### src/rtl/rr_sel_arbiter.sv
// Round-robin select generator for a 4:1 mux: registered one-hot grant, sel and valid
// with a bounded per-owner hold. Define ARB_LOCK_EN to let i_lock suspend the hold limit.
module rr_sel_arbiter #(
    parameter int MAX_HOLD = 4,
    parameter int CNT_W    = 4
) (
    input  logic             i_clk,
    input  logic             i_rst,
    input  logic [3:0]       i_req,
    input  logic             i_lock,
    output logic [3:0]       o_grant,
    output logic [1:0]       o_sel,
    output logic             o_sel_valid,
    output logic [CNT_W-1:0] o_hold_cnt
);

    typedef enum logic {IDLE, GRANT} state_t;

    localparam logic [CNT_W-1:0] HOLD_LIM = CNT_W'(MAX_HOLD - 1);

    state_t           r_state, w_state_n;
    logic [1:0]       r_ptr, w_ptr_n;
    logic [3:0]       r_grant, w_grant_n;
    logic [1:0]       r_sel, w_sel_n;
    logic             r_valid, w_valid_n;
    logic [CNT_W-1:0] r_hold, w_hold_n;

    logic [3:0]       w_cand;
    logic             w_any;
    logic             w_own;
    logic [1:0]       w_win;
    logic [1:0]       w_idx;
    logic             w_lock;

`ifdef ARB_LOCK_EN
    assign w_lock = i_lock;
`else
    logic w_unused_lock;
    assign w_unused_lock = i_lock;
    assign w_lock        = 1'b0;
`endif

    // The current owner is masked out so handover and re-arbitration only see competitors.
    assign w_cand = (r_state == GRANT) ? (i_req & ~r_grant) : i_req;
    assign w_any  = |w_cand;
    assign w_own  = |(i_req & r_grant);

    // Scan from the farthest slot back so the nearest requester to r_ptr wins.
    always_comb begin
        w_win = r_ptr;
        w_idx = r_ptr;
        for (int k = 3; k >= 0; k--) begin
            w_idx = r_ptr + 2'(k);
            if (w_cand[w_idx]) w_win = w_idx;
        end
    end

    always_comb begin
        w_state_n = r_state;
        w_ptr_n   = r_ptr;
        w_grant_n = r_grant;
        w_sel_n   = r_sel;
        w_valid_n = r_valid;
        w_hold_n  = r_hold;
        case (r_state)
            IDLE: begin
                if (w_any) begin
                    w_state_n = GRANT;
                    w_grant_n = 4'b0001 << w_win;
                    w_sel_n   = w_win;
                    w_valid_n = 1'b1;
                    w_hold_n  = '0;
                    w_ptr_n   = w_win + 2'd1;
                end
            end
            GRANT: begin
                if (!w_own) begin
                    if (w_any) begin
                        w_grant_n = 4'b0001 << w_win;
                        w_sel_n   = w_win;
                        w_hold_n  = '0;
                        w_ptr_n   = w_win + 2'd1;
                    end else begin
                        w_state_n = IDLE;
                        w_grant_n = 4'b0000;
                        w_valid_n = 1'b0;
                        w_hold_n  = '0;
                    end
                end else if (r_hold != HOLD_LIM) begin
                    w_hold_n = r_hold + 1'b1;
                end else if (w_any && !w_lock) begin
                    w_grant_n = 4'b0001 << w_win;
                    w_sel_n   = w_win;
                    w_hold_n  = '0;
                    w_ptr_n   = w_win + 2'd1;
                end
            end
            default: begin
                w_state_n = IDLE;
                w_grant_n = 4'b0000;
                w_valid_n = 1'b0;
                w_hold_n  = '0;
            end
        endcase
    end

    always_ff @(posedge i_clk) begin
        if (i_rst) begin
            r_state <= IDLE;
            r_ptr   <= 2'd0;
            r_grant <= 4'b0000;
            r_sel   <= 2'd0;
            r_valid <= 1'b0;
            r_hold  <= '0;
        end else begin
            r_state <= w_state_n;
            r_ptr   <= w_ptr_n;
            r_grant <= w_grant_n;
            r_sel   <= w_sel_n;
            r_valid <= w_valid_n;
            r_hold  <= w_hold_n;
        end
    end

    assign o_grant     = r_grant;
    assign o_sel       = r_sel;
    assign o_sel_valid = r_valid;
    assign o_hold_cnt  = r_hold;

endmodule
### config.mk
export PLATFORM = sky130hd
export DESIGN_NAME = rr_sel_arbiter
export DESIGN_NICKNAME = d
export VERILOG_FILES = /design/src/rtl/rr_sel_arbiter.sv
export SDC_FILE = /design/constraint.sdc
export NUM_CORES = 1
export LEC_CHECK = 0
export BUFFER_PORTS_ARGS = -buffer_cell sky130_fd_sc_hd__buf_2
export CELL_PAD_IN_SITES_DETAIL_PLACEMENT = 1
export CELL_PAD_IN_SITES_GLOBAL_PLACEMENT = 1
export CORE_UTILIZATION = 34
export CTS_CLUSTER_DIAMETER = 200
export DETAILED_ROUTE_END_ITERATION = 10
export PLACE_DENSITY = 0.75
export SETUP_SLACK_MARGIN = 0.15
export SYNTH_ARGS = -nofsm -noshare
export SYNTH_HDL_FRONTEND = slang
export SYNTH_SLANG_ARGS = --single-unit
export TNS_END_PERCENT = 100
### constraint.sdc
create_clock -name i_clk -period 1.8 [get_ports i_clk]
set_input_delay 0.27 -clock i_clk [delete_from_list [all_inputs] [get_ports i_clk]]
set_output_delay 0.27 -clock i_clk [all_outputs]
set_load 0.02 [all_outputs]
==> results.sh, run 1 <==
export IMPL_antenna_found_initial=0
export IMPL_hold_slack_ps=351.0
export IMPL_rows=17
export IMPL_worstHoldPathType="primary input to register"
export IMPL_dpl_worst_slack_ps=-16.93
export IMPL_route_detailed_drc=0
export IMPL_yosys_area_share_simple=0.2308
export IMPL_synth_most_common_cell="dfxtp_1"
export IMPL_num_fill_cells=282
export IMPL_synthMuxAreaShare=0
export IMPL_worstHoldPathCells=2
export IMPL_fin_ws_ps=151.3
export IMPL_synth_compound_area_share=0.3277
export IMPL_synth_cells=93
export IMPL_syn_nets=103
export IMPL_wirelength_mm=1.999
export IMPL_die_h_um=50.91
export IMPL_synth_top_family_by_area="compound AO/OA/AOI/OAI gates"
export IMPL_cts_buffers=3
export IMPL_drt_iter0_drc=10
export IMPL_status="finished clean"
export IMPL_cts_root_buf="clkbuf_4"
export IMPL_path_class="register to register"
export IMPL_die_area_mm2=0.002592
export IMPL_reg2regPathDepth=5
export IMPL_cp_max_fo=10
export IMPL_fin_crit_sh=0.9160
export IMPL_static_leakage_power_nw=0.4373
export IMPL_cap_violations=0
export IMPL_fin_crit_ps=1649
export IMPL_grt_pass1_vias=795
export IMPL_power_density_mw_per_mm2=1170
export IMPL_initial_core_util=0.3641
export IMPL_vias=781
export IMPL_cp_end_kind="register"
export IMPL_synth_ff_type="dfxtp_1"
export IMPL_clock_path_buffers=2
export IMPL_die_w_um=50.91
export IMPL_power_total_mw=1.192
export IMPL_dr_pass1_iters=3
export IMPL_async_reset_ff_frac=0
export IMPL_wire_per_inst_um=13.98
export IMPL_grt_remaining_overflow=0
export IMPL_reg2reg_from="r_state"
export IMPL_dpl_instance_area_um2=962.2
export IMPL_area_growth_pct=25.23
export IMPL_synth_warnings=0
export IMPL_ant_nets=0
export IMPL_yosysTopAreaCell="dfxtp_1"
export IMPL_antennaDiodeCount=0
export IMPL_stdcell_area_mm2=0.001018
export IMPL_place_inst=140
export IMPL_ir_worst_vdd_mv=0.6621
export IMPL_hold_violations=0
export IMPL_synth_adder_area_share=0.04615
export IMPL_setup_viol=0
export IMPL_multi_input_area_um2=530.5
export IMPL_crit_start="r_state"
export IMPL_max_freq_mhz=606.5
export IMPL_io_buffers=16
export IMPL_path_clk_slew_ps=90
export IMPL_cts_tree="built"
export IMPL_yosysTopAreaCellShare=0.3446
export IMPL_cts_setup_buffers=0
export IMPL_coreArea_mm2=0.002233
export IMPL_syn_area_per_cell_um2=8.745
export IMPL_ys_ff_latch=14
export IMPL_clock_skew_ps=3.996
export IMPL_holdBufCountCts=0
export IMPL_cp_required_ps=1980
export IMPL_synth_cell_types=35
export IMPL_rsz0062_at_grt="true"
export IMPL_setup_tns_ps=0
export IMPL_grtUsageTotal=0.1735
export IMPL_worst_pin_slew_ps=310.3
export IMPL_syn_area_um2=813.3
export IMPL_cp_start_kind="register"
export IMPL_clk_latency_ps=270
export IMPL_io_pins=18
export IMPL_num_nets_final=127
export IMPL_drv_slew=0
export IMPL_cts_sinks=14
export IMPL_layout_drive_gt1_share=0.4000
export IMPL_dp_hpwl_mm=1.534
export IMPL_utilization=0.4560
export IMPL_finalNonFillerCells=143
export IMPL_slew_headroom=0.7932
export IMPL_synth_xor_area_share=0
export IMPL_h_tree_depth=1
export IMPL_synth_edf_count=0
export IMPL_netlist_top_cells_area="dfxtp_1 34%, a21oi_1 8.0%, nor2_1 5.1%"
export IMPL_grt_max_degree=17
export IMPL_layout_area_seq_um2=290.3
export IMPL_critical_path_arrival_ps=1820
export IMPL_synth_seq_area_share=0.3446
export IMPL_yosys_top_cells_count="14 x dfxtp_1, 13 x a21oi_1, 11 x nor2_1"
export IMPL_drt_vias_per_instance=5.462
export IMPL_grt_pass1_wl_mm=3.484
export IMPL_hold_start="i_rst"
export IMPL_gp_routability_congestion=0.7850
==> area by class of cell <==
class | instances | area share
Multi-Input combinational cell | 72 | 0.5209
Clock buffer | 3 | 0.02211
Tap cell | 28 | 0.03440
Timing Repair Buffer | 22 | 0.1228
Sequential cell | 14 | 0.2850
Inverter | 4 | 0.01474
==> final timing paths <==
check | slack [ps] | end
min | 350 | o_hold_cnt[0]
max | 150 | o_grant[3]
min reg2reg | 460 | o_sel[0]
max reg2reg | 150 | o_grant[3]
==> registers in the layout, summed over array words and instances, names as in the netlist <==
name         flops
o_sel_valid      1
o_sel            2
o_grant          4
r_state          1
r_ptr            2
o_hold_cnt       4
==> power by group <==
| part | internal [mW] | switching (mW) |
|---|---|---|
| Clock | 0.0774 | 0.101 |
| Combinational | 0.254 | 0.299 |
| Sequential | 0.380 | 0.0799 |
| Total | 0.712 | 0.480 |
==> repair_timing <==
action	4_1_cts	5_1_grt
gates resized for setup	5	2
pin swaps	5	6
setup endpoints to repair	13	11
==> worst max-delay path: stages, from the launching register on <==
cell and delay [ps]:
dfxtp_4 420, a21boi_4 90, or4b_4 620, nand2_4 150
nor2_1 50, a31o_1 220
==> layout by cell type, fill, tap and decap left out, types with 2 or more instances in the layout <==
master / instances
nand3_1: 4
buf_2: 16
nand2_1: 9
dfxtp_2: 5
a21oi_1: 13
a22oi_1: 3
dfxtp_1: 8
a21boi_4: 2
inv_1: 4
buf_4: 6
o22ai_1: 3
clkbuf_4: 3
nor2_1: 10
==> layer usage <==
layer / vias up / GRT usage / share of wire
li1: 392 / - / -
met1: 372 / 0.2228 / 0.49
met2: 15 / 0.2829 / 0.48
met3: 2 / 0.02976 / 0.030
met4: 0 / 0.07407 / 0.0075
met5: - / 0 / 0
==> logic make-up (layout without fill, tap and decap cells) <==
family | count (synthesis) | after routing
DFF | 14 | 14
adders and majority gates | 3 | 3
buffers and inverters | 7 | 29
AOI/OAI and AO/OA | 35 | 35
and+or+nand+nor | 34 | 34
Power figures use the tool's default switching activity.
==> run 2: changes to the inputs <==
--- a/config.mk
+++ b/config.mk
@@ -8,10 +8,11 @@
 export BUFFER_PORTS_ARGS = -buffer_cell sky130_fd_sc_hd__buf_2
 export CELL_PAD_IN_SITES_DETAIL_PLACEMENT = 1
 export CELL_PAD_IN_SITES_GLOBAL_PLACEMENT = 1
-export CORE_UTILIZATION = 34
+export CORE_UTILIZATION = 37
+export CTS_BUF_LIST = sky130_fd_sc_hd__clkbuf_8
 export CTS_CLUSTER_DIAMETER = 200
 export DETAILED_ROUTE_END_ITERATION = 10
-export PLACE_DENSITY = 0.75
+export PLACE_DENSITY = 0.8
 export SETUP_SLACK_MARGIN = 0.15
 export SYNTH_ARGS = -nofsm -noshare
 export SYNTH_HDL_FRONTEND = slang
==> results.sh, run 2 (same netlist as run 1, synthesis figures left out) <==
export IMPL_status="finished clean"
export IMPL_path_class="register to register"
export IMPL_hold_start="i_rst"
export IMPL_clock_skew_ps=7.078
export IMPL_drt_vias_per_instance=5.569
export IMPL_critical_path_arrival_ps=1890
export IMPL_power_density_mw_per_mm2=1254
export IMPL_crit_start="r_state"
export IMPL_io_pins=18
export IMPL_grtUsageTotal=0.2041
export IMPL_r2r_end="o_hold_cnt[1]"
export IMPL_ir_worst_vdd_mv=0.6340
export IMPL_wirelength_mm=2.494
export IMPL_setup_tns_ps=0
export IMPL_clkPwrFrac=0.225
export IMPL_p_switching_mw=0.5402
export IMPL_reg2reg_from="r_state"
export IMPL_area_growth_pct=36.15
export IMPL_rsz0062_at_grt="true"
export IMPL_die_area_mm2=0.002390
export IMPL_wire_per_inst_um=17.32
export IMPL_reg2regPathDepth=5
export IMPL_r2r_slack_ps=100
export IMPL_drt_iter0_drc=15
export IMPL_antennaDiodeCount=0
export IMPL_clock_path_buffers=2
export IMPL_rows=16
export IMPL_holdPathEnd="o_hold_cnt[0]"
export IMPL_seqPwrFrac=0.340
export IMPL_cellInternalPower_mw=0.8485
export IMPL_cp_max_fo=7
export IMPL_antenna_found_initial=0
export IMPL_grt_remaining_overflow=0
export IMPL_worst_pin_slew_ps=333.5
export IMPL_route_detailed_drc=0
export IMPL_fin_crit_sh=0.9455
export IMPL_cts_sinks=14
export IMPL_layout_drive_gt1_share=0.4957
export IMPL_clk_latency_ps=250
export IMPL_cp_start_kind="register"
export IMPL_worstHoldPathType="primary input to register"
export IMPL_grt_pass1_wl_mm=3.726
export IMPL_cap_violations=0
export IMPL_cp_required_ps=1990
export IMPL_cp_end_kind="register"
export IMPL_die_w_um=48.89
export IMPL_dr_pass1_iters=4
export IMPL_io_buffers=16
export IMPL_ant_nets=0
export IMPL_dp_hpwl_mm=1.575
export IMPL_multi_input_area_um2=580.6
export IMPL_vias=802
export IMPL_drv_slew=0
export IMPL_grt_max_degree=17
export IMPL_max_freq_mhz=587.6
export IMPL_holdBufCountCts=0
export IMPL_hold_violations=0
export IMPL_finalNonFillerCells=144
export IMPL_coreArea_mm2=0.002022
export IMPL_place_inst=139
export IMPL_die_h_um=48.89
export IMPL_final_cell_mix="16 x buf_2, 11 x a21oi_1, 10 x nor2_1, 8 x nand2_1, 8 x dfxtp_1"
export IMPL_cts_root_buf="clkbuf_8"
export IMPL_slew_headroom=0.7777
export IMPL_p_comb_frac=0.435
export IMPL_path_clk_slew_ps=70
export IMPL_final_common_cell="buf_2"
export IMPL_num_nets_final=128
export IMPL_setup_viol=0
export IMPL_num_fill_cells=246
export IMPL_cts_tree="built"
export IMPL_switching_share=0.3890
export IMPL_worstHoldPathCells=2
export IMPL_initial_core_util=0.4022
export IMPL_grt_pass1_vias=787
export IMPL_fin_crit_ps=1702
export IMPL_layout_area_seq_um2=290.3
export IMPL_static_leakage_power_nw=0.4681
export IMPL_h_tree_depth=1
export IMPL_cts_buffers=3
export IMPL_gp_routability_congestion=0.8072
-- run 2: what timing repair did --
| item | 4_1_cts | 5_1_grt |
|---|---|---|
| setup buffers | 0 | 1 |
| gates resized for setup | 3 | 17 |
| pin swaps | 4 | 9 |
| setup endpoints to repair | 13 | 11 |
-- run 2: power groups by stage --
stage	Combinational, mW	Sequential (mW)	Clock (mW)
5_1_grt	0.656	0.480	0.331
6_report	0.604	0.472	0.313
2_1_floorplan	0.321	0.494	0
3_5_place_dp	0.525	0.463	0
4_1_cts	0.537	0.459	0.314
3_3_place_gp	0.509	0.456	0
-- run 2: worst max path at each step --
stage	to	slack, ps
floorplan	r_ptr[1]	150
global placement	o_hold_cnt[1]	40
detailed placement	o_hold_cnt[1]	10
CTS	o_grant[3]	140
global route	o_hold_cnt[1]	50
finish	o_hold_cnt[1]	100
-- run 2: cell type report --
class | instances | share of cell area
multi-input cells | 72 | 0.5243
flip-flops and latches | 14 | 0.2621
clock buffers | 4 | 0.04972
inverters | 4 | 0.01356
repair buffers | 23 | 0.1198
well taps | 27 | 0.03051
-- run 2: through the flow --
stage / hold WS [ps] / area, µm² / power [mW] / setup WS (ps) / util
after floorplan: 334.6 / 828.3 / 0.8142 / 151.2 / -
after global placement: 439.2 / 960.9 / 0.9648 / 37.40 / 0.4752
after global routing: 406.5 / 1107 / 1.467 / 48.93 / 0.5476
after detailed placement: 448.3 / 960.9 / 0.9887 / 12.22 / 0.4752
after CTS: 390.5 / 1027 / 1.310 / 144.7 / 0.5080
final: 392.5 / 1107 / 1.389 / 98.16 / 0.5476
-- run 2: worst max-delay path, stage by stage, from the launching register on --
cell and delay (ps):
dfxtp_4 410, a21bo_4 170, or4b_4 580, nor3b_4 280
nand2_1 100, a21oi_2 110
-- run 2: metal layers --
layer  vias to the layer above  track usage  share of wire
met2                        15       0.3750           0.50
met5                         -            0              0
li1                        391            -              -
met1                       392       0.2362           0.47
met4                         0      0.07353          0.012
met3                         4      0.03115          0.019
==> run 3: changes to the inputs <==
--- a/config.mk
+++ b/config.mk
@@ -5,14 +5,15 @@
 export SDC_FILE = /design/constraint.sdc
 export NUM_CORES = 1
 export LEC_CHECK = 0
+export ABC_AREA = 1
 export BUFFER_PORTS_ARGS = -buffer_cell sky130_fd_sc_hd__buf_2
 export CELL_PAD_IN_SITES_DETAIL_PLACEMENT = 1
 export CELL_PAD_IN_SITES_GLOBAL_PLACEMENT = 1
-export CORE_UTILIZATION = 37
+export CORE_UTILIZATION = 35
 export CTS_BUF_LIST = sky130_fd_sc_hd__clkbuf_8
 export CTS_CLUSTER_DIAMETER = 200
 export DETAILED_ROUTE_END_ITERATION = 10
-export PLACE_DENSITY = 0.8
+export PLACE_DENSITY = 0.79
 export SETUP_SLACK_MARGIN = 0.15
 export SYNTH_ARGS = -nofsm -noshare
 export SYNTH_HDL_FRONTEND = slang
==> results.sh, run 3 <==
export IMPL_status="finished clean"
export IMPL_grt_remaining_overflow=0
export IMPL_yosys_top_cells_count="49 x nand2_1, 15 x nand3_1, 14 x dfxtp_1"
export IMPL_r2r_end="o_grant[0]"
export IMPL_cp_max_fo=7
export IMPL_static_leakage_power_nw=0.6538
export IMPL_final_cell_mix="33 x nand2_1, 17 x nand2_2, 16 x buf_2, 9 x dfxtp_1, 9 x buf_4"
export IMPL_final_common_cell="nand2_1"
export IMPL_yosysTopAreaCellShare=0.3060
export IMPL_fin_crit_ps=1733
export IMPL_grt_pass1_vias=1075
export IMPL_hold_violations=0
export IMPL_rsz0062_at_grt="true"
export IMPL_clock_path_buffers=2
export IMPL_die_area_mm2=0.002825
export IMPL_setup_viol=0
export IMPL_cts_tree="built"
export IMPL_drv_slew=0
export IMPL_reg2reg_from="r_ptr[0]"
export IMPL_synth_warnings=0
export IMPL_crit_path_frequent_cell="nand2_1"
export IMPL_ys_ff_latch=14
export IMPL_holdPathEnd="o_grant[1]"
export IMPL_dr_pass1_iters=4
export IMPL_grtUsageTotal=0.2292
export IMPL_ir_worst_vdd_mv=1.133
export IMPL_antenna_found_initial=0
export IMPL_fin_crit_sh=0.9627
export IMPL_cap_violations=0
export IMPL_wirelength_mm=3.039
export IMPL_worstHoldPathType="primary input to register"
export IMPL_ant_nets=0
export IMPL_layout_drive_gt1_share=0.5000
export IMPL_max_stage_delay_ps=370
export IMPL_drt_iter0_drc=11
export IMPL_initial_core_util=0.3697
export IMPL_cp_start_kind="register"
export IMPL_synth_most_common_cell="nand2_1"
export IMPL_crit_slowest_cell="dfxtp_4"
export IMPL_h_tree_depth=1
export IMPL_clk_latency_ps=250
export IMPL_cp_required_ps=1970
export IMPL_cts_sinks=14
export IMPL_power_density_mw_per_mm2=1833
export IMPL_clock_skew_ps=3.579
export IMPL_synth_cell_types=26
export IMPL_netlist_top_cells_area="dfxtp_1 31%, nand2_1 20%, nand3_1 8.2%"
export IMPL_path_clk_slew_ps=60
export IMPL_io_buffers=16
export IMPL_syn_area_um2=915.9
export IMPL_synth_edf_count=0
export IMPL_io_pins=18
export IMPL_crit_chain="buf_12 -> inv_8 -> nand3_2 -> nand2_1 -> nand2_1 -> nand2_1 -> inv_2 -> o21ai_2 -> nand2_1 -> nand2_2 -> buf_6 -> buf_4 -> nand4_1 -> a21oi_2"
export IMPL_holdBufCountCts=0
export IMPL_num_fill_cells=316
export IMPL_syn_nets=146
export IMPL_syn_area_per_cell_um2=6.734
export IMPL_synth_seq_area_share=0.3060
export IMPL_rows=18
export IMPL_num_nets_final=177
export IMPL_synth_ff_type="dfxtp_1"
export IMPL_cp_end_kind="register"
export IMPL_gp_routability_congestion=0.8548
export IMPL_drt_vias_per_instance=5.286
export IMPL_utilization=0.5480
export IMPL_stdcell_area_mm2=0.001358
export IMPL_critical_path_arrival_ps=1900
export IMPL_reg2regPathDepth=14
export IMPL_r2r_slack_ps=70
export IMPL_cts_buffers=3
export IMPL_synth_cells=136
export IMPL_async_reset_ff_frac=0
export IMPL_vias=1036
export IMPL_wire_per_inst_um=15.51
export IMPL_cts_root_buf="clkbuf_8"
export IMPL_route_detailed_drc=0
export IMPL_slew_headroom=0.8306
export IMPL_die_h_um=53.16
export IMPL_coreArea_mm2=0.002477
export IMPL_grt_pass1_wl_mm=4.712
export IMPL_area_growth_pct=48.22
export IMPL_yosysTopAreaCell="dfxtp_1"
export IMPL_worstHoldPathCells=2
export IMPL_dp_hpwl_mm=2.065
export IMPL_dpl_instance_area_mm2=0.001072
export IMPL_die_w_um=53.16
export IMPL_max_freq_mhz=577.1
export IMPL_grt_max_degree=13
export IMPL_worst_pin_slew_ps=254.0
export IMPL_antennaDiodeCount=0
export IMPL_hold_start="i_rst"
export IMPL_path_class="register to register"
## run 3: changes by cell type after synthesis, moves of 4 or more
cell	delta
nand2_1	+40
nand3_1	+11
nor2_1	-6
inv_1	+4
## run 3: where the power goes
part / switching, mW / internal, mW / leakage, nW
combinational: 0.949 / 0.730 / 0.508
sequential: 0.0936 / 0.401 / 0.117
clock: 0.120 / 0.194 / 0.0288
total: 1.16 / 1.33 / 0.654
## run 3: how the worst max path moves through the flow
stage                    start    endpoint  slack [ps]  cells past startpoint
global placement      r_ptr[1]    r_ptr[1]          90                     11
CTS                   r_ptr[0]    r_ptr[1]          40                     13
floorplan           o_grant[0]    r_ptr[1]         180                     11
detailed placement    r_ptr[0]    r_ptr[1]          -5                     12
global route          r_ptr[0]    r_ptr[1]         -70                     14
finish                r_ptr[0]  o_grant[0]          70                     14
## run 3: timing repair
action	CTS	global route
gates resized for setup	21	23
gates cloned	1	0
setup endpoints to repair	3	8
setup buffers	5	1
pin swaps	17	13
## run 3: worst max-delay path, delay by kind of cell, from the launching register on
family,cells,cell delay (ps)
DFF,1,370
and+or+nand+nor,7,620
AOI/OAI and AO/OA,2,230
buffers and inverters,5,450
## run 3: cell families after synthesis
kind of cell | count (synthesis) | synth area share
flops | 14 | 0.3060
buf+inv | 16 | 0.07922
compound gates | 24 | 0.1721
simple gates | 77 | 0.3825
fa+ha+maj | 3 | 0.04099
xor+xnor | 2 | 0.01913
## run 3: routing by layer
metal  vias to the layer above  GRT usage  wire [µm]
li1                        510          -          -
met1                       505     0.2815       1322
met2                        19     0.4093       1632
met3                         2    0.03736         62
met4                         0    0.05702         21
met5                         -          0          0
## run 3: stage by stage
stage | setup TNS [ps] | setup WS (ps) | power (mW) | instances | hold WS (ps)
floorplan | 0 | 177.2 | 1.247 | 136 | 457.7
global route | -146.5 | -67.79 | 2.665 | 196 | 365.0
detailed placement | -4.901 | -4.901 | 1.575 | 185 | 512.8
finish | 0 | 67.10 | 2.488 | 196 | 341.5
global placement | 0 | 87.94 | 1.501 | 185 | 489.4
CTS | 0 | 44.58 | 2.239 | 195 | 345.2
## run 3: final cells by class
type | instances | area, µm² | area share
Clock buffer | 4 | 55.05 | 0.04055
Inverter | 13 | 61.31 | 0.04516
Multi-Input combinational cell | 106 | 688.2 | 0.5069
Sequential cell | 14 | 289.0 | 0.2129
Tap cell | 30 | 37.54 | 0.02765
Timing Repair Buffer | 29 | 226.5 | 0.1668
